===== src/rtl/booth_seq_multiplier_if.sv =====
// Handshake and data bundle between the multiply/divide sequencer and the
// sequential Booth multiplier. The sequencer is the master.
interface booth_seq_multiplier_if #(
    parameter int WIDTH = 32
);
    logic                   start;
    logic                   a_signed;
    logic                   b_signed;
    logic [WIDTH-1:0]       multiplicand;
    logic [WIDTH-1:0]       multiplier;
    logic                   flush;
    logic                   ready;
    logic                   busy;
    logic                   valid;
    logic [2*WIDTH-1:0]     product;

    modport master (
        output start, a_signed, b_signed, multiplicand, multiplier, flush,
        input  ready, busy, valid, product
    );

    modport slave (
        input  start, a_signed, b_signed, multiplicand, multiplier, flush,
        output ready, busy, valid, product
    );
endinterface


===== src/rtl/booth_seq_multiplier.sv =====
// Sequential radix-4 Booth multiplier with per-operand signedness.
// Operands are extended by two bits so one datapath covers signed, unsigned
// and mixed multiplies; one Booth digit is retired per cycle and the full
// double-width product is returned N+1 cycles after the request.
// WIDTH must match the WIDTH of the connected interface instance.
module booth_seq_multiplier #(
    parameter int WIDTH = 32
) (
    input  logic                  clk,
    input  logic                  rst_n,
    booth_seq_multiplier_if.slave bus
);

    localparam int E  = WIDTH + 2;      // extended operand width
    localparam int N  = E / 2;          // radix-4 iterations
    localparam int CW = $clog2(N + 1);  // iteration counter width
    localparam logic [CW-1:0] LAST = CW'(N - 1);

    generate
        if ((WIDTH < 4) || ((WIDTH % 2) != 0)) begin : g_bad_width
            $error("booth_seq_multiplier: WIDTH must be even and >= 4");
        end
    endgenerate

    typedef enum logic [1:0] {
        IDLE = 2'd0,
        ITER = 2'd1,
        DONE = 2'd2
    } state_t;

    state_t             r_state;
    state_t             w_state_next;
    logic               w_accept;
    logic               w_step;
    logic               w_last;
    logic               w_ready;
    logic               w_busy;
    logic               w_valid;

    logic [CW-1:0]      r_count;
    logic [E-1:0]       r_a_ext;     // extended multiplicand
    logic [E:0]         r_hi;        // running high part of the accumulator
    logic [E-1:0]       r_lo;        // shifts out B, shifts in product bits
    logic               r_prev;      // Booth bit i-1 (0 before the first digit)
    logic [2*WIDTH-1:0] r_product;

    logic [E-1:0]       w_a_ext;
    logic [E-1:0]       w_b_ext;
    logic [2:0]         w_triplet;
    logic               w_neg;
    logic               w_two;
    logic               w_zero;
    logic [E:0]         w_pp_mag;
    logic [E:0]         w_addend;
    logic [E:0]         w_sum;
    logic [E:0]         w_hi_next;
    logic [E-1:0]       w_lo_next;
    logic [2*WIDTH-1:0] w_product_next;

    // Operand extension: two extra bits make every signedness mix a plain
    // two's complement multiply whose low 2*WIDTH bits are exact.
    assign w_a_ext = {{2{bus.a_signed & bus.multiplicand[WIDTH-1]}}, bus.multiplicand};
    assign w_b_ext = {{2{bus.b_signed & bus.multiplier[WIDTH-1]}}, bus.multiplier};

    // State register; an asserted reset abandons any multiply in flight.
    always_ff @(posedge clk or negedge rst_n) begin
        if (!rst_n) begin
            r_state <= IDLE;
        end else begin
            r_state <= w_state_next;
        end
    end

    // Next-state and handshake decode; flush overrides everything, including
    // a start presented in the same cycle.
    always_comb begin
        w_state_next = r_state;
        w_accept     = 1'b0;
        w_step       = 1'b0;
        w_last       = 1'b0;
        w_ready      = 1'b0;
        w_busy       = 1'b0;
        w_valid      = 1'b0;
        case (r_state)
            IDLE: begin
                w_ready = 1'b1;
                if (bus.start) begin
                    w_state_next = ITER;
                    w_accept     = 1'b1;
                end
            end
            ITER: begin
                w_busy = 1'b1;
                w_step = 1'b1;
                if (r_count == LAST) begin
                    w_last       = 1'b1;
                    w_state_next = DONE;
                end
            end
            DONE: begin
                w_valid = 1'b1;
                w_ready = 1'b1;
                if (bus.start) begin
                    w_state_next = ITER;
                    w_accept     = 1'b1;
                end else begin
                    w_state_next = IDLE;
                end
            end
            default: begin
                w_state_next = IDLE;
            end
        endcase
        if (bus.flush) begin
            w_state_next = IDLE;
            w_accept     = 1'b0;
            w_step       = 1'b0;
            w_last       = 1'b0;
        end
    end

    // Radix-4 Booth recoding of {b[2i+1], b[2i], b[2i-1]} into 0, +-A, +-2A.
    assign w_triplet = {r_lo[1], r_lo[0], r_prev};

    always_comb begin
        w_neg  = 1'b0;
        w_two  = 1'b0;
        w_zero = 1'b0;
        case (w_triplet)
            3'b000, 3'b111: w_zero = 1'b1;
            3'b001, 3'b010: w_neg  = 1'b0;
            3'b011:         w_two  = 1'b1;
            3'b100: begin
                w_two = 1'b1;
                w_neg = 1'b1;
            end
            default:        w_neg  = 1'b1;  // 101, 110: -A
        endcase
    end

    // Negative digits invert the magnitude and add one through the carry-in,
    // so no negated copy of A is ever stored.
    assign w_pp_mag  = w_zero ? '0 : (w_two ? {r_a_ext, 1'b0} : {r_a_ext[E-1], r_a_ext});
    assign w_addend  = w_neg ? ~w_pp_mag : w_pp_mag;
    assign w_sum     = r_hi + w_addend + {{E{1'b0}}, w_neg};

    // Arithmetic shift right by two across the high and low parts.
    assign w_hi_next = {{2{w_sum[E]}}, w_sum[E:2]};
    assign w_lo_next = {w_sum[1:0], r_lo[E-1:2]};

    // After the final shift the low E bits sit in r_lo and the rest in r_hi.
    assign w_product_next = {w_hi_next[WIDTH-3:0], w_lo_next};

    // Accumulator and iteration counter: load on accept, step while iterating.
    always_ff @(posedge clk or negedge rst_n) begin
        if (!rst_n) begin
            r_count <= '0;
            r_a_ext <= '0;
            r_hi    <= '0;
            r_lo    <= '0;
            r_prev  <= 1'b0;
        end else if (w_accept) begin
            r_count <= '0;
            r_a_ext <= w_a_ext;
            r_hi    <= '0;
            r_lo    <= w_b_ext;
            r_prev  <= 1'b0;
        end else if (w_step) begin
            r_count <= r_count + CW'(1);
            r_hi    <= w_hi_next;
            r_lo    <= w_lo_next;
            r_prev  <= r_lo[1];
        end
    end

    // Result register: written only on the last iteration, so it holds its
    // value through IDLE, flushes and new multiplies.
    always_ff @(posedge clk or negedge rst_n) begin
        if (!rst_n) begin
            r_product <= '0;
        end else if (w_last) begin
            r_product <= w_product_next;
        end
    end

    assign bus.ready   = w_ready;
    assign bus.busy    = w_busy;
    assign bus.valid   = w_valid;
    assign bus.product = r_product;

endmodule

===== src/flat_wrapper.sv =====
// flat-port wrapper written by rule: the top's interface ports become plain ports
module booth_seq_multiplier_flat 
#(
    parameter int WIDTH = 32
)
  (clk, rst_n, bus_start, bus_a_signed, bus_b_signed, bus_multiplicand, bus_multiplier, bus_flush, bus_ready, bus_busy, bus_valid, bus_product);
  booth_seq_multiplier_if #(.WIDTH(WIDTH)) bus_i ();
  input  logic clk;
  input  logic rst_n;
  input wire logic [$bits(bus_i.start)-1:0] bus_start;
  input wire logic [$bits(bus_i.a_signed)-1:0] bus_a_signed;
  input wire logic [$bits(bus_i.b_signed)-1:0] bus_b_signed;
  input wire logic [$bits(bus_i.multiplicand)-1:0] bus_multiplicand;
  input wire logic [$bits(bus_i.multiplier)-1:0] bus_multiplier;
  input wire logic [$bits(bus_i.flush)-1:0] bus_flush;
  output wire logic [$bits(bus_i.ready)-1:0] bus_ready;
  output wire logic [$bits(bus_i.busy)-1:0] bus_busy;
  output wire logic [$bits(bus_i.valid)-1:0] bus_valid;
  output wire logic [$bits(bus_i.product)-1:0] bus_product;
  assign bus_i.start = bus_start;
  assign bus_i.a_signed = bus_a_signed;
  assign bus_i.b_signed = bus_b_signed;
  assign bus_i.multiplicand = bus_multiplicand;
  assign bus_i.multiplier = bus_multiplier;
  assign bus_i.flush = bus_flush;
  assign bus_ready = bus_i.ready;
  assign bus_busy = bus_i.busy;
  assign bus_valid = bus_i.valid;
  assign bus_product = bus_i.product;
  booth_seq_multiplier #(.WIDTH(WIDTH)) u_core (.clk(clk), .rst_n(rst_n), .bus(bus_i));
endmodule

===== config.mk =====
export PLATFORM = sky130hd
export DESIGN_NAME = booth_seq_multiplier_flat
export DESIGN_NICKNAME = d
export VERILOG_FILES = /design/src/rtl/booth_seq_multiplier_if.sv /design/src/rtl/booth_seq_multiplier.sv /design/src/flat_wrapper.sv
export SDC_FILE = /design/constraint.sdc
export NUM_CORES = 1
export LEC_CHECK = 0
export ABC_CLOCK_PERIOD_IN_PS = 6000
export CAP_MARGIN = 20
export CORE_MARGIN = 3
export CORE_UTILIZATION = 50
export CTS_CLUSTER_DIAMETER = 150
export CTS_CLUSTER_SIZE = 14
export DETAILED_ROUTE_END_ITERATION = 6
export PLACE_DENSITY = 0.79
export SYNTH_ARGS = -nofsm -noshare
export SYNTH_HDL_FRONTEND = slang
export SYNTH_SLANG_ARGS = --single-unit

===== constraint.sdc =====
create_clock -name clk -period 6 [get_ports clk]
set_input_delay 1.2 -clock clk [delete_from_list [all_inputs] [get_ports clk]]
set_output_delay 1.2 -clock clk [all_outputs]
set_load 0.02 [all_outputs]

Word level (Yosys, flattened, before mapping)
Index checks and enable logic that the tools add are counted.

Register bits: 174. Word-level logic and storage cells: 60.

Add/subtract/negate cells: 3. Equality and inequality tests: 10. Muxes and demuxes: 29. Bitwise gates (word level): 3. Reductions and logical operators: 8.

Operators with widths (count): 35-bit 2-to-1 mux (4); 34-bit 2-to-1 mux (2); 35-bit by 1-bit adder with 35-bit output (1); 35-bit adder (1); 35-bit inverter (1); 33-bit 2-to-1 mux (1); 1-bit 2-to-1 mux (16); 5-bit 2-to-1 mux (2); 3-bit by 2-bit == test with 1-bit output, second input constant (2); 3-bit == test, second input constant (2); 2-bit 2-to-1 mux (3); 2-bit one-hot mux with 3 select lines (1); 2-bit OR reduction (3); 5-bit by 1-bit adder with 5-bit output, second input constant (1); 5-bit == test, second input constant (1); 5-bit OR reduction (1); 3-bit by 1-bit == test with 1-bit output, second input constant (1); 3-bit zero test (1); 3-bit by 2-bit inequality test with 1-bit output, second input constant (1); 3-bit inequality test, second input constant (1); 1-bit AND (2); 2-bit by 1-bit == test with 1-bit output, second input constant (1); 2-bit == test, second input constant (1); 2-bit zero test (1); 2 further kinds (2).

Depth between registers and ports, before layout
Gate-level depths: netlist of run 1.

Depth after elaboration: 11. Mapped depth: 15.

Least setup slack after synthesis of run 1
OpenSTA, ideal clock, no wires.

Path type: reg2reg. Start: reg u_core.r_lo[1]. End: reg u_core.r_hi[26]. Arrival time: 3.611 ns. Required time: 5.878 ns. Path slack: 2.268 ns. Stages on the path, launching flop included: 15. Path buffers: 2. Period minus slack after synthesis: 3.732 ns. Cells stage by stage: dfrtp_1 -> buf_1 -> clkbuf_1 -> xor2_1 -> a22oi_1 -> o21ai_0 -> ha_1 -> and3_2 -> o2111ai_1 -> a31o_1 -> or4_4 -> a21o_1 -> a21oi_1 -> o21ai_1 -> a32o_1.

Word-level cells in the longest chain between the ends: 11. Elaborated cells on any way between the ends: 20.

RTL lines: start, declared (line booth_seq_multiplier.sv:43) `logic [E-1:0] r_lo;`; start signal, assigned (line booth_seq_multiplier.sv:166) `r_lo <= w_b_ext;`; start signal, assigned (line booth_seq_multiplier.sv:171) `r_lo <= w_lo_next;`; 3-bit by 2-bit == test with 1-bit output / 3-bit == test (equally long branches) (line booth_seq_multiplier.sv:129) `case (w_triplet)`; 2-bit OR reduction (no line); 1-bit 2-to-1 mux (line booth_seq_multiplier.sv:129); 33-bit 2-to-1 mux (line booth_seq_multiplier.sv:143) `assign w_pp_mag = w_zero ? '0 : (w_two ? {r_a_ext, 1'b0} : {r_a_ext[E-1], r_a_ext});`; 35-bit 2-to-1 mux (line booth_seq_multiplier.sv:143); 35-bit inverter (line booth_seq_multiplier.sv:144) `assign w_addend = w_neg ? ~w_pp_mag : w_pp_mag;`; 35-bit 2-to-1 mux (line booth_seq_multiplier.sv:144); 35-bit adder (line booth_seq_multiplier.sv:145) `assign w_sum = r_hi + w_addend + {{E{1'b0}}, w_neg};`; 35-bit by 1-bit adder with 35-bit output (*) (line booth_seq_multiplier.sv:145); 35-bit 2-to-1 mux (*) (line booth_seq_multiplier.sv:168) `end else if (w_step) begin`; 35-bit 2-to-1 mux (*) (line booth_seq_multiplier.sv:162) `end else if (w_accept) begin`; end signal, assigned (line booth_seq_multiplier.sv:170) `r_hi <= w_hi_next;`; end, declared (line booth_seq_multiplier.sv:42) `logic [E:0] r_hi;`.

Mark *: on every way between the ends. The rest lies on a longest branch, timed or not. The select of a mux whose other input is x is not followed. A chain may end at the register's enable or synchronous reset.

Worst setup path after layout of run 1
Same ends and word-level chain as after synthesis.

==> impl_metrics.ini, run 1 <==
[outcome]
status = complete, no violations

[routing]
first_pass_iters = 5
drc_errors = 0
drt-initial-drc-count = 740
ant_nets = 0
wl_um = 23800
via_per_inst = 5.78
vias = 7653
post_drt_wl_per_cell_um = 18.0

[sta]
fmax_mhz = 238
fin_hold_ws_ps = 474
fin_crit_sh = 0.701
setup_viol = 0
period_minus_slack_ps = 4210
skew_ps = 12.4
fin_ws_ps = 1790
fin_setup_tns_ps = 0
worst_pin_slew_ps = 1030
rsz0062_at_grt = false
drv_slew = 0
slew_headroom = 0.315
hold_viol_final = 0

[cts]
post_cts_resized = 0
cts_buffer_depth = 2
clock_latency_ps = 440
h-tree-depth = 4
clkSinkCount = 172
post-cts-setup-buffers = 0
holdBufCountCts = 0
clk_pin_slew_worst_paths_ps = 70
root_buffer = clkbuf_16
cts_inserted_buffers = 17
cts_tree = built

[floorplan]
die_area_um2 = 20300
die_h_um = 143
rows = 49
ios = 137
die_w_um = 143
initial_core_util = 0.514
coreArea_um2 = 18100

[power_and_ir_drop]
total_power_mw = 4.53
cellLeakagePower_nw = 5.32
intPower_mw = 2.74
p_sw_frac = 0.394
p_sw_mw = 1.78
seq_power_share = 0.343
irDropWorstVdd_mv = 0.272
pwr-share-comb = 0.403
power.share.clock = 0.254
power_density_nw_per_um2 = 394

[global_routing]
grt_overflow = 0
antenna_found_initial = 0
grt_pass1_vias = 7839
grt_pass1_wl_um = 39200
grt_max_degree = 73
grt_usage = 0.239

[setup_path]
cp_max_fo = 24
end_kind = flop
crit_slowest_cell = nor2_2
endpoint = u_core.r_hi[26]
crit_type = reg2reg
cpPeakStageDelay_ps = 660
reg2regPathDepth = 13
critPathLaunch = u_core.r_lo[1]
critical_path_depth = 13
start_kind = flop
crit_buf_inv = 1
crit_required_ps = 6320
worstReg2RegStart = u_core.r_lo[1]
worstPathArrival_ps = 4530
reg2reg_slack_ps = 1790
crit_chain = nor2_2, a22oi_1, o21ai_0, inv_1, fa_1, nor2b_1, o2111ai_1, a31o_1, or4_4, a21o_1, a21oi_1, o21ai_1, a32o_1
rr_endpoint = u_core.r_hi[26]
critPathTopFamily = compound AO/OA/AOI/OAI gates

[placed_design]
dp.cells = 1291
io_buffers = 136
gp_congestion = 0.970
dp_hpwl_um = 16100
placed_area_um2 = 10900
place_ws_ps = 1850

[finish]
antenna_cells = 0
final_common_cell = nand2_1
utilization = 0.633
layoutNonFillerInstCount = 1323
area_delta_synth_final_pct = 23.0
final_area_um2 = 11500
final_cell_mix = 227 x nand2_1, 171 x dfrtp_1, 135 x clkdlybuf4s50_1, 64 x o21ai_0, 47 x a22oi_1
nFillCells = 1513
drive_gt1_frac = 0.0987
fin_nets = 1187

[yosys]
async_reset_ff_frac = 1.00
ys.flop_type = dfrtp_1
yosysUniqueCellTypes = 63
syn-instance-count = 972
ys_seq_area_frac = 0.461
synth_edf_count = 0
synth-seq-cells = 172
syn_avg_cell_area_um2 = 9.61
syn-cell-area_um2 = 9340
syn_nets = 1078
synth_warnings = 0

[worst_hold_path]
min_path_type = reg2reg
whs_path_depth = 2

[job]
maxCapViolCount = 0
cells by family after synthesis:
logic type / count (synthesis) / synth area share
flops: 172 / 0.461
mux: 60 / 0.0702
compound gates: 253 / 0.187
simple gates: 315 / 0.144
xor+xnor: 62 / 0.0582
fa+ha+maj: 37 / 0.0503
buf+inv: 73 / 0.0296
registers in the layout (all words and copies together) (netlist names):
register	cells
u_core.r_hi	33
u_core.r_state	2
u_core.r_a_ext	33
u_core.r_count	5
u_core.r_lo	34
u_core.r_prev	1
u_core.bus.product	64
power by group through the flow:
stage               clock network, mW  logic (mW)  registers, mW
floorplan                           0        1.39           1.50
global placement                    0        1.75           1.56
detailed placement                  0        1.79           1.57
CTS                              1.17        1.80           1.55
global route                     1.22        2.02           1.58
finish                           1.15        1.82           1.55
worst min-delay path, cell delays in order, from the launching register on:
cell and delay (ps):
dfrtp_1 340, nand2_1 50, nand2_1 50
per-layer routing:
| metal | share of wire | global-route usage | routed length, µm |
|---|---|---|---|
| met5 | 0 | 0 | 0 |
| met4 | 0.011 | 0.0635 | 257 |
| met3 | 0.068 | 0.0573 | 1620 |
| met2 | 0.47 | 0.379 | 11200 |
| met1 | 0.45 | 0.332 | 10700 |
how the worst min path moves through the flow:
stage / startpoint / to
5_1_grt: u_core.bus.product[38] / u_core.bus.product[38]
3_3_place_gp: u_core.bus.product[20] / u_core.bus.product[20]
2_1_floorplan: u_core.r_hi[28] / u_core.r_hi[28]
6_report: u_core.bus.product[38] / u_core.bus.product[38]
4_1_cts: u_core.bus.product[22] / u_core.bus.product[22]
3_5_place_dp: u_core.bus.product[22] / u_core.bus.product[22]
synthesized netlist by cell type (16+ instances only):
cell type / instances / area [µm²]
mux2_2: 43 / 484
ha_1: 35 / 438
clkbuf_1: 51 / 191
a21oi_1: 35 / 175
nor2_1: 26 / 97.6
a22oi_1: 47 / 353
dfrtp_1: 172 / 4300
o21ai_0: 64 / 320
a22o_1: 27 / 236
xor2_1: 47 / 412
mux2i_1: 16 / 160
nand2_1: 227 / 852
area by class of cell:
class                      instances  area (µm²)  area share
multi-input combinational        727        4780       0.416
sequential                       172        4310       0.375
timing repair buffer             148        1450       0.126
clock buffer                      18         429      0.0374
tap                              229         287      0.0249
clock inverter                    14         173      0.0150
inverter                          15        56.3     0.00490
Power figures use the tool's default switching activity.
==> run 2: changes to the inputs <==
- ABC_CLOCK_PERIOD_IN_PS: 6000 -> 3850
- PLACE_DENSITY: 0.79 -> 0.82
- clock period: 6 -> 3.85 ns (I/O delays scaled with it)
==> impl_metrics.ini, run 2 (synthesis results as in run 1) <==
[setup_path]
cp_max_fo = 6
crit_type = reg2reg
crit_chain = nor2b_1, maj3_2, or2_2, fa_2, nor2b_2, o2111ai_2, a31o_2, or4_4, a21o_4, a21oi_1, o21ai_1, a32o_1
crit_slowest_cell = or4_4
end_kind = flop
cpPeakStageDelay_ps = 540
crit_required_ps = 4180
worstPathArrival_ps = 3990
start_kind = flop

[finish]
multi_input_area_um2 = 4810
final_area_um2 = 11700
antenna_cells = 0
drive_gt1_frac = 0.119
ff_latch_area_um2 = 4310
layoutNonFillerInstCount = 1336
nFillCells = 1449
area_delta_synth_final_pct = 25.1
final_common_cell = nand2_1
largest_reg_flops = 64
final_cell_mix = 227 x nand2_1, 168 x dfrtp_1, 135 x clkdlybuf4s50_1, 63 x o21ai_0, 47 x a22oi_1
fin_nets = 1200

[sta]
slew_headroom = 0.524
period_minus_slack_ps = 3650
fin_crit_sh = 0.949
fin_hold_ws_ps = 342
worst_pin_slew_ps = 715
skew_ps = 11.2
setup_viol = 0
fin_setup_tns_ps = 0
fmax_mhz = 274
hold_viol_final = 0
drv_slew = 0

[cts]
cts_inserted_buffers = 17
clk_pin_slew_worst_paths_ps = 80
cts_tree = built
root_buffer = clkbuf_16
cts_buffer_depth = 2
holdBufCountCts = 0
h-tree-depth = 4
clock_latency_ps = 440
clkSinkCount = 172

[floorplan]
die_h_um = 143
initial_core_util = 0.514
ios = 137
die_area_um2 = 20300
rows = 49
die_w_um = 143
coreArea_um2 = 18100

[worst_hold_path]
min_path_type = in2async

[placed_design]
io_buffers = 136
gp_congestion = 0.949
dp.cells = 1303
placed_area_um2 = 11000
dp_hpwl_um = 16400

[power_and_ir_drop]
total_power_mw = 7.18
irDropWorstVdd_mv = 0.329
power_density_nw_per_um2 = 615
cellLeakagePower_nw = 5.40

[routing]
post_drt_wl_per_cell_um = 17.8
via_per_inst = 5.82
drc_errors = 2
vias = 7782
ant_nets = 0
first_pass_iters = 7
drt-initial-drc-count = 522
wl_um = 23700

[global_routing]
grt_usage = 0.236
grt_pass1_wl_um = 38500
grt_overflow = 0
grt_max_degree = 75
grt_pass1_vias = 7648
antenna_found_initial = 0

[outcome]
status = finished with violations
violations = design-rule violations

[job]
maxCapViolCount = 0
## run 2: cell types whose count changed in the layout (fill, tap and decap cells not counted), moves of 2 or more
cell / change
buf_12: +2
buf_4: +11
clkinv_8: +5
dfrtp_1: -3
dfrtp_2: +3
inv_12: +2
inv_6: -4
## run 2: area by class of cell
class | count | share of cell area
clock inverters | 15 | 0.0186
repair buffers | 161 | 0.135
clock buffers | 17 | 0.0364
multi-input cells | 727 | 0.412
well taps | 229 | 0.0245
flip-flops and latches | 172 | 0.369
inverters | 15 | 0.00482
## run 2: worst max-delay path, delay by kind of cell (launching register included)
family                     cells  cell delay [ps]
AOI/OAI and AO/OA              6             1240
and+or+nand+nor                4             1160
adders and majority gates      2              710
DFF                            1              440
## run 2: final timing paths
| kind | startpoint | endpoint | slack, ps | cells after the start |
|---|---|---|---|---|
| worst max-delay path | u_core.r_a_ext[0] | u_core.r_hi[26] | 200 | 12 |
| worst min register to register | u_core.bus.product[37] | u_core.bus.product[37] | 480 | 2 |
| max in group asynchronous | rst_n | u_core.r_hi[29] | 2730 | 2 |
| worst max register to register | u_core.r_a_ext[0] | u_core.r_hi[26] | 200 | 12 |
| worst min-delay path | rst_n | u_core.r_a_ext[15] | 340 | 1 |
| min in group clk | u_core.bus.product[37] | u_core.bus.product[37] | 480 | 2 |
## run 2: routing by layer
layer / routed length, µm / part of all wire / track usage / vias to the layer above
li1: - / - / - / 3672
met1: 10100 / 0.43 / 0.316 / 3784
met2: 11200 / 0.47 / 0.374 / 286
met3: 1880 / 0.079 / 0.0636 / 40
met4: 574 / 0.024 / 0.0785 / 0
met5: 0 / 0 / 0 / -
## run 2: metrics by stage
stage	util	worst slack, ps
after floorplan	-	118
after global placement	0.606	273
after detailed placement	0.606	151
after CTS	0.642	112
after global routing	0.644	-0.333
final	0.644	195
## run 2: power breakdown
group | switching [mW] | internal [mW] | leakage (nW)
clock | 0.885 | 0.959 | 0.311
sequential | 0.294 | 2.11 | 2.24
combinational | 1.69 | 1.24 | 2.86
## run 2: what timing repair did
action,in CTS,in global routing
setup buffers,0,1
setup endpoints to repair,0,8
gates resized for setup,0,11
==> run 3: changes to the inputs <==
- DONT_BUFFER_PORTS: unset -> 1
- PLACE_DENSITY: 0.82 -> 0.73
==> impl_metrics.ini, run 3 (synthesis results as in run 1) <==
[outcome]
status = complete, no violations

[routing]
ant_nets = 0
wl_um = 22500
via_per_inst = 5.95
vias = 7140
post_drt_wl_per_cell_um = 18.7
drc_errors = 0
first_pass_iters = 7
drt-initial-drc-count = 525

[sta]
skew_ps = 15.9
fin_crit_sh = 0.955
rsz0062_at_grt = false
slew_headroom = 0.517
fin_hold_ws_ps = 27.1
fmax_mhz = 272
period_minus_slack_ps = 3680
hold_viol_final = 0
worst_pin_slew_ps = 722
drv_slew = 0
fin_setup_tns_ps = 0
setup_viol = 0

[job]
maxCapViolCount = 0

[placed_design]
dp.cells = 1162
gp_congestion = 0.928
io_buffers = 0
dp_hpwl_um = 15100

[setup_path]
reg2regPathDepth = 12
crit_type = reg2reg
rr_endpoint = u_core.r_hi[26]
worstPathArrival_ps = 4020
crit_required_ps = 4190
cp_max_fo = 6
end_kind = flop
reg2reg_slack_ps = 170
worstReg2RegStart = u_core.r_a_ext[0]
start_kind = flop

[cts]
cts_tree = built
cts_buffer_depth = 2
cts_inserted_buffers = 17
clk_pin_slew_worst_paths_ps = 80
root_buffer = clkbuf_16
clkSinkCount = 172
h-tree-depth = 4
clock_latency_ps = 450

[floorplan]
initial_core_util = 0.514
rows = 49
die_w_um = 143
coreArea_um2 = 18100
die_h_um = 143
ios = 137
die_area_um2 = 20300

[power_and_ir_drop]
intPower_mw = 4.26
pwr-share-comb = 0.400
power.share.clock = 0.259
irDropWorstVdd_mv = 0.418
seq_power_share = 0.341
cellLeakagePower_nw = 4.90
p_sw_mw = 2.83
p_sw_frac = 0.399
total_power_mw = 7.09
power_density_nw_per_um2 = 688

[global_routing]
grt_usage = 0.222
grt_overflow = 0
grt_max_degree = 173
antenna_found_initial = 1
grt_pass1_wl_um = 36100
grt_pass1_vias = 7008
use_met2 = 0.338
top_usage_layer = met2
use_met1 = 0.303
use_met3 = 0.0743

[finish]
final_cell_mix = 227 x nand2_1, 170 x dfrtp_1, 63 x o21ai_0, 47 x a22oi_1, 46 x xor2_1
largest_reg_flops = 64
layoutNonFillerInstCount = 1201
fin_nets = 1064
final_common_cell = nand2_1
utilization = 0.568
area_delta_synth_final_pct = 10.4
drive_gt1_frac = 0.128

[worst_hold_path]
min_path_type = in2async
[run 3: cell types whose count changed in the layout (fill, tap and decap cells not counted), moves of 2 or more]
| cell | previous run | this run |
|---|---|---|
| buf_4 | 23 | 20 |
| clkdlybuf4s50_1 | 135 | 0 |
| clkinv_8 | 5 | 2 |
| dfrtp_1 | 168 | 170 |
| dfrtp_2 | 4 | 2 |
| inv_6 | 0 | 3 |
[run 3: timing repair]
action,4_1_cts,5_1_grt
setup buffers,0,4
hold endpoints to repair,0,15
gates resized for setup,0,6
hold buffers,0,2
endpoints found under the setup margin,0,9
[run 3: worst max-delay path by stage]
stage                 startpoint               to  slack (ps)
3_3_place_gp       u_core.r_prev  u_core.r_hi[26]         220
4_1_cts            u_core.r_prev  u_core.r_hi[26]         100
5_1_grt        u_core.r_a_ext[0]  u_core.r_hi[26]          10
2_1_floorplan     u_core.r_lo[1]  u_core.r_hi[26]         120
6_report       u_core.r_a_ext[0]  u_core.r_hi[26]         170
3_5_place_dp       u_core.r_prev  u_core.r_hi[26]         140
[run 3: cell type report]
| type | instances | area (µm²) |
|---|---|---|
| inverters | 15 | 56.3 |
| repair buffers | 25 | 231 |
| flip-flops and latches | 172 | 4310 |
| diodes | 1 | 2.50 |
| fillers | 1614 | 7840 |
| well taps | 229 | 287 |
| clock buffers | 17 | 425 |
| clock inverters | 15 | 203 |
| multi-input cells | 727 | 4790 |
[run 3: critical path, cell delays in order, from the launching register on]
cell and delay [ps]:
dfrtp_1 450, nor2b_1 170, maj3_2 330, or2_2 290, fa_1 420, nor2b_2 160
o2111ai_1 180, a31o_1 260, or4_4 540, a21o_1 250, a21oi_2 170, o21ai_1 90
a32o_1 250
[run 3: through the flow]
stage	worst slack, ps	area (µm²)
floorplan	118	9340
global placement	217	9600
detailed placement	141	9600
CTS	102	10200
global route	10.8	10300
finish	172	10300
[run 3: power groups by stage]
stage / Combinational [mW] / Sequential, mW / Clock (mW)
2_1_floorplan: 2.17 / 2.33 / 0
3_3_place_gp: 2.68 / 2.43 / 0
3_5_place_dp: 2.74 / 2.43 / 0
4_1_cts: 2.76 / 2.40 / 1.87
5_1_grt: 3.14 / 2.45 / 1.94
6_report: 2.84 / 2.41 / 1.84
[run 3: metal layers]
metal,routed length [µm],vias to the layer above
met5,0,-
met4,358,0
met3,1690,26
met2,10200,209
met1,10200,3501
li1,-,3404
==> patch 1: new RTL, settings of run 2 <==
`WIDTH` is set to 32 in 3 places; all go to 16.
--- a/src/rtl/booth_seq_multiplier_if.sv
+++ b/src/rtl/booth_seq_multiplier_if.sv
@@ -1,7 +1,7 @@
 // Handshake and data bundle between the multiply/divide sequencer and the
 // sequential Booth multiplier. The sequencer is the master.
 interface booth_seq_multiplier_if #(
-    parameter int WIDTH = 32
+    parameter int WIDTH = 16
 );
     logic                   start;
     logic                   a_signed;
--- a/src/rtl/booth_seq_multiplier.sv
+++ b/src/rtl/booth_seq_multiplier.sv
@@ -4,7 +4,7 @@
 // double-width product is returned N+1 cycles after the request.
 // WIDTH must match the WIDTH of the connected interface instance.
 module booth_seq_multiplier #(
-    parameter int WIDTH = 32
+    parameter int WIDTH = 16
 ) (
     input  logic                  clk,
     input  logic                  rst_n,
--- a/src/flat_wrapper.sv
+++ b/src/flat_wrapper.sv
@@ -1,7 +1,7 @@
 // flat-port wrapper written by rule: the top's interface ports become plain ports
 module booth_seq_multiplier_flat 
 #(
-    parameter int WIDTH = 32
+    parameter int WIDTH = 16
 )
   (clk, rst_n, bus_start, bus_a_signed, bus_b_signed, bus_multiplicand, bus_multiplier, bus_flush, bus_ready, bus_busy, bus_valid, bus_product);
   booth_seq_multiplier_if #(.WIDTH(WIDTH)) bus_i ();
Ports: changed (resized bus_multiplicand, bus_multiplier and bus_product); port bits go from 137 to 73. No check against the original RTL was run, so the function may have changed too.
==> patch 1 against run 2 <==
Synthesized cell count shrank 50%; first-iteration DRC count shrank 47%; wire length shrank 52%; core utilization shrank 1.1 points; total power shrank 53%; count of clock-buffer cells in the layout shrank 8; final cell count shrank 48%; fmax grew 12%; cell area shrank 50%; sequential cell count shrank 81; non-clock buffer count shrank 79; area after synthesis shrank 48%; worst setup slack gained 0.40 ns; largest cell class unchanged; highest routed layer unchanged.
==> patch 1: results (changes against run 2) <==
[clocking]
clkTransAtPathRegs_ns=0.11  ; +0.03 ns
clkLatencyLatePin_ns=0.37  ; -0.07 ns
cts_root_buf=clkbuf_8
cts-htree-levels=3  ; -1

[place]
port_buffers=72  ; -47%
dp_hpwl_um=8010  ; -51%
routabilityCongestion=0.855  ; -9.9%
dp_cells=673  ; -48%

[grt]
use_met1=0.283  ; -0.0331
use_met3=0.0298  ; -0.0338
grt_use_met2=0.351  ; -0.0222
grt_start_max_net_pins=92  ; +23%
grt_use_total=0.214  ; -0.0216

[yosys]
synth_fa_ha_area_frac=0.0536  ; +0.00334
seq_area_frac_synth=0.473  ; +0.0125
synth_cell_types=53  ; -16%
synthMuxAreaShare=0.0544  ; -0.0159
synth_xor_area_frac=0.0656  ; +0.00740
synth_common_cells=nand2_1 (122), dfrtp_1 (91), a22oi_1 (32)
postSynthAreaPerCell_um2=9.88  ; +2.8%
synth_area_leaders=dfrtp_1 (47%), nand2_1 (9.5%), a22oi_1 (5.0%)
syn-num-nets=545  ; -49%
synth_compound_gate_area_share=0.173  ; -0.0137

[final_layout]
seq_cell_count=91  ; -47%
seq_share=0.387  ; +0.0185
nMultiInputCombCells=363  ; -50%
num-clock-buffers=9  ; -8
inv_count=9  ; -6
buf_share=0.138  ; +0.00352
clkCellAreaFrac=0.0328  ; -0.0223
multi_input_area_um2=2400  ; -50%
fillCellCount=784  ; -46%
drive_above_1_share=0.119  ; +0.000188
largest_register_ffs=32  ; -50%
num-nonclk-buffers=82  ; -49%
finalNetCount=614  ; -49%

[critical_path]
rr_endpoint=u_core.bus.product[30]
cp.arrival_ns=3.52  ; -0.47 ns
reg2reg_slack_ns=0.60  ; +0.40 ns
startpoint=u_core.r_lo[1]
max_stage_delay_ns=0.61  ; +0.07 ns
critical_path_class=reg -> reg
crit_path_top_delay_cell=dfrtp_1
reg2reg_depth=11  ; -1
critPathMaxFanout=12  ; +6

[drt]
drt_iter0_markers=278  ; -47%
dr_wl_met3_um=588  ; -69%
top_layer_used=met4
routedWlPerCell_um=16.4  ; -7.9%
vias=3919  ; -50%
wl_met1_um=4790  ; -53%
wl_met2_um=5610  ; -50%
first_pass_iters=5  ; -2

[power_and_ir_drop]
power.leakage_uw=0.00279  ; -48%
peakVddDrop_mv=0.257  ; -22%

[worst_hold_path]
holdCritPathClass=in -> async

[timing]
worst_clock_skew_ns=0.0152  ; +0.00402 ns
tightestPinTransition_ns=0.592  ; -0.122 ns

[status]
outcome=finished, final reports clean

[patch 1: changes by cell type in the layout (fill, tap and decap cells not counted), moves of 17 or more]
cell / before / now
nand2_1: 227 / 122
clkdlybuf4s50_1: 135 / 71
mux2_2: 43 / 21
dfrtp_1: 168 / 91
clkbuf_16: 17 / 0
xor2_1: 46 / 25
a21oi_1: 34 / 13
o21ai_0: 63 / 27
[patch 1: stage by stage]
stage / worst slack (ns) / instance area, um^2 / total power (uW) / util / hold slack (ns)
floorplan: 0.773 / 4810 / 2360 / - / 0.456
global placement: 0.722 / 5660 / 2670 / 0.609 / 0.463
detailed placement: 0.661 / 5660 / 2750 / 0.609 / 0.462
CTS: 0.620 / 5850 / 3390 / 0.630 / 0.492
global route: 0.357 / 5880 / 3620 / 0.633 / 0.245
finish: 0.596 / 5880 / 3390 / 0.633 / 0.242
[patch 1: power by group]
part / switching, uW / internal, uW / total (uW)
Combinational: 836 / 629 / 1470
Sequential: 173 / 1120 / 1300
Clock: 381 / 250 / 631
Total: 1390 / 2000 / 3390
==> patch 2: new RTL, flow settings as in run 2 <==
Made on the original files. The 3 states of `state_t` get a one-hot encoding in 3 bits.
--- a/src/rtl/booth_seq_multiplier.sv
+++ b/src/rtl/booth_seq_multiplier.sv
@@ -22,10 +22,10 @@
         end
     endgenerate
 
-    typedef enum logic [1:0] {
-        IDLE = 2'd0,
-        ITER = 2'd1,
-        DONE = 2'd2
+    typedef enum logic [2:0] {
+        IDLE = 3'b001,
+        ITER = 3'b010,
+        DONE = 3'b100
     } state_t;
 
     state_t             r_state;
Formal check against the unedited RTL: same outputs for any inputs over 10 cycles, from zero or initial values and one cycle with rst_n low; not proved beyond that.
==> patch 2 against run 2 <==
Total power is 24% lower; synthesized cell count fell by 1.1%; cell area shrank 1.9%; wire length fell by 2.0%; area after synthesis down 1.1%; die area fell by 1.1%; sequential cell count increased by 1; worst setup slack gained 0.074 ns; global-route usage fell by 0.11 points; hold slack improved by 0.042 ns; count of clock-buffer cells in the layout unchanged; via count fell by 3.0%; clock power down 5%; largest power group is now sequential cells; highest routed layer unchanged.
==> patch 2: results (changes against run 2) <==
[status]
outcome=finished, final reports clean

[drt]
via_per_inst=5.71  ; -1.9%
first_pass_iters=5  ; -2
wl_met1_um=10500  ; +3.2%
wl_met2_um=11300  ; +1.1%
drt-total-wl_um=23300  ; -2.0%
drt_iter0_markers=574  ; +10%
dr_wl_met3_um=1080  ; -43%

[yosys]
synth_cell_types=60  ; -4.8%
seq_area_frac_synth=0.469  ; +0.00803
synth_compound_gate_area_share=0.188  ; +0.000883
syn-num-nets=1067  ; -1.0%
synthMuxAreaShare=0.0561  ; -0.0141
synth_area_leaders=dfrtp_1 (47%), nand2_1 (9.3%), a22oi_1 (5.2%)
synth_xor_area_frac=0.0645  ; +0.00635
synth_fa_ha_area_frac=0.0496  ; -0.000654
synth_common_cells=nand2_1 (229), dfrtp_1 (172), a22oi_1 (64)

[grt]
use_met3=0.0455  ; -0.0181
grt_pass1_vias=7625  ; -0.30%
grt_use_met2=0.390  ; +0.0160
use_met1=0.312  ; -0.00455
grt_use_total=0.235  ; -0.00115

[place]
place_worst_setup_slack_ns=0.201  ; +0.0507 ns
routabilityCongestion=0.896  ; -5.6%
dp_hpwl_um=15700  ; -4.1%

[final_layout]
drive_above_1_share=0.119  ; -0.000194
finalNetCount=1185  ; -1.3%
seq_share=0.378  ; +0.00915
fillCellCount=1466  ; +1.2%
buf_share=0.131  ; -0.00346
num-nonclk-buffers=153  ; -5.0%
multi_input_area_share=0.407  ; -0.00445
nMultiInputCombCells=719  ; -1.1%
clkCellAreaFrac=0.0533  ; -0.00180

[critical_path]
crit_end=u_core.bus.product[62]
cp.arrival_ns=3.90  ; -0.09 ns
critPathMaxFanout=18  ; +12
reg2reg_depth=14  ; +2
reg2reg_slack_ns=0.27  ; +0.07 ns
crit_path_top_delay_cell=dfrtp_2

[power_and_ir_drop]
seqPwrFrac=0.404  ; +0.069
power.leakage_uw=0.00541  ; +0.14%

[timing]
slew_headroom=0.460  ; -0.0640
period_minus_slack_ns=3.58  ; -0.0742 ns

## patch 2: cells by family after synthesis
group / Yosys count
buffers and inverters: 69
adder cells (fa/ha/maj): 36
flip-flops: 173
multiplexers: 46
XOR/XNOR: 68
AND/OR/NAND/NOR: 312
AO/OA/AOI/OAI: 257
## patch 2: worst register-to-register path, delay by kind of cell, from the launching register on
family                     cells  cell delay [ns]
buffers and inverters          2             0.43
and+or+nand+nor                1             0.24
xor gates and xnor gates       2             0.31
DFF                            1             0.46
adders and majority gates      1             0.39
muxes                          1             0.27
AOI/OAI and AO/OA              7             1.36
## patch 2: per-stage QoR
stage	cells	cell area, um^2	hold slack [ns]	total power (uW)	util
floorplan	961	9230	0.455	3230	-
global placement	1289	10800	0.459	3650	0.602
detailed placement	1289	10800	0.461	3700	0.602
CTS	1321	11500	0.416	5460	0.635
global route	1321	11500	0.443	5740	0.636
finish	1321	11500	0.384	5460	0.636
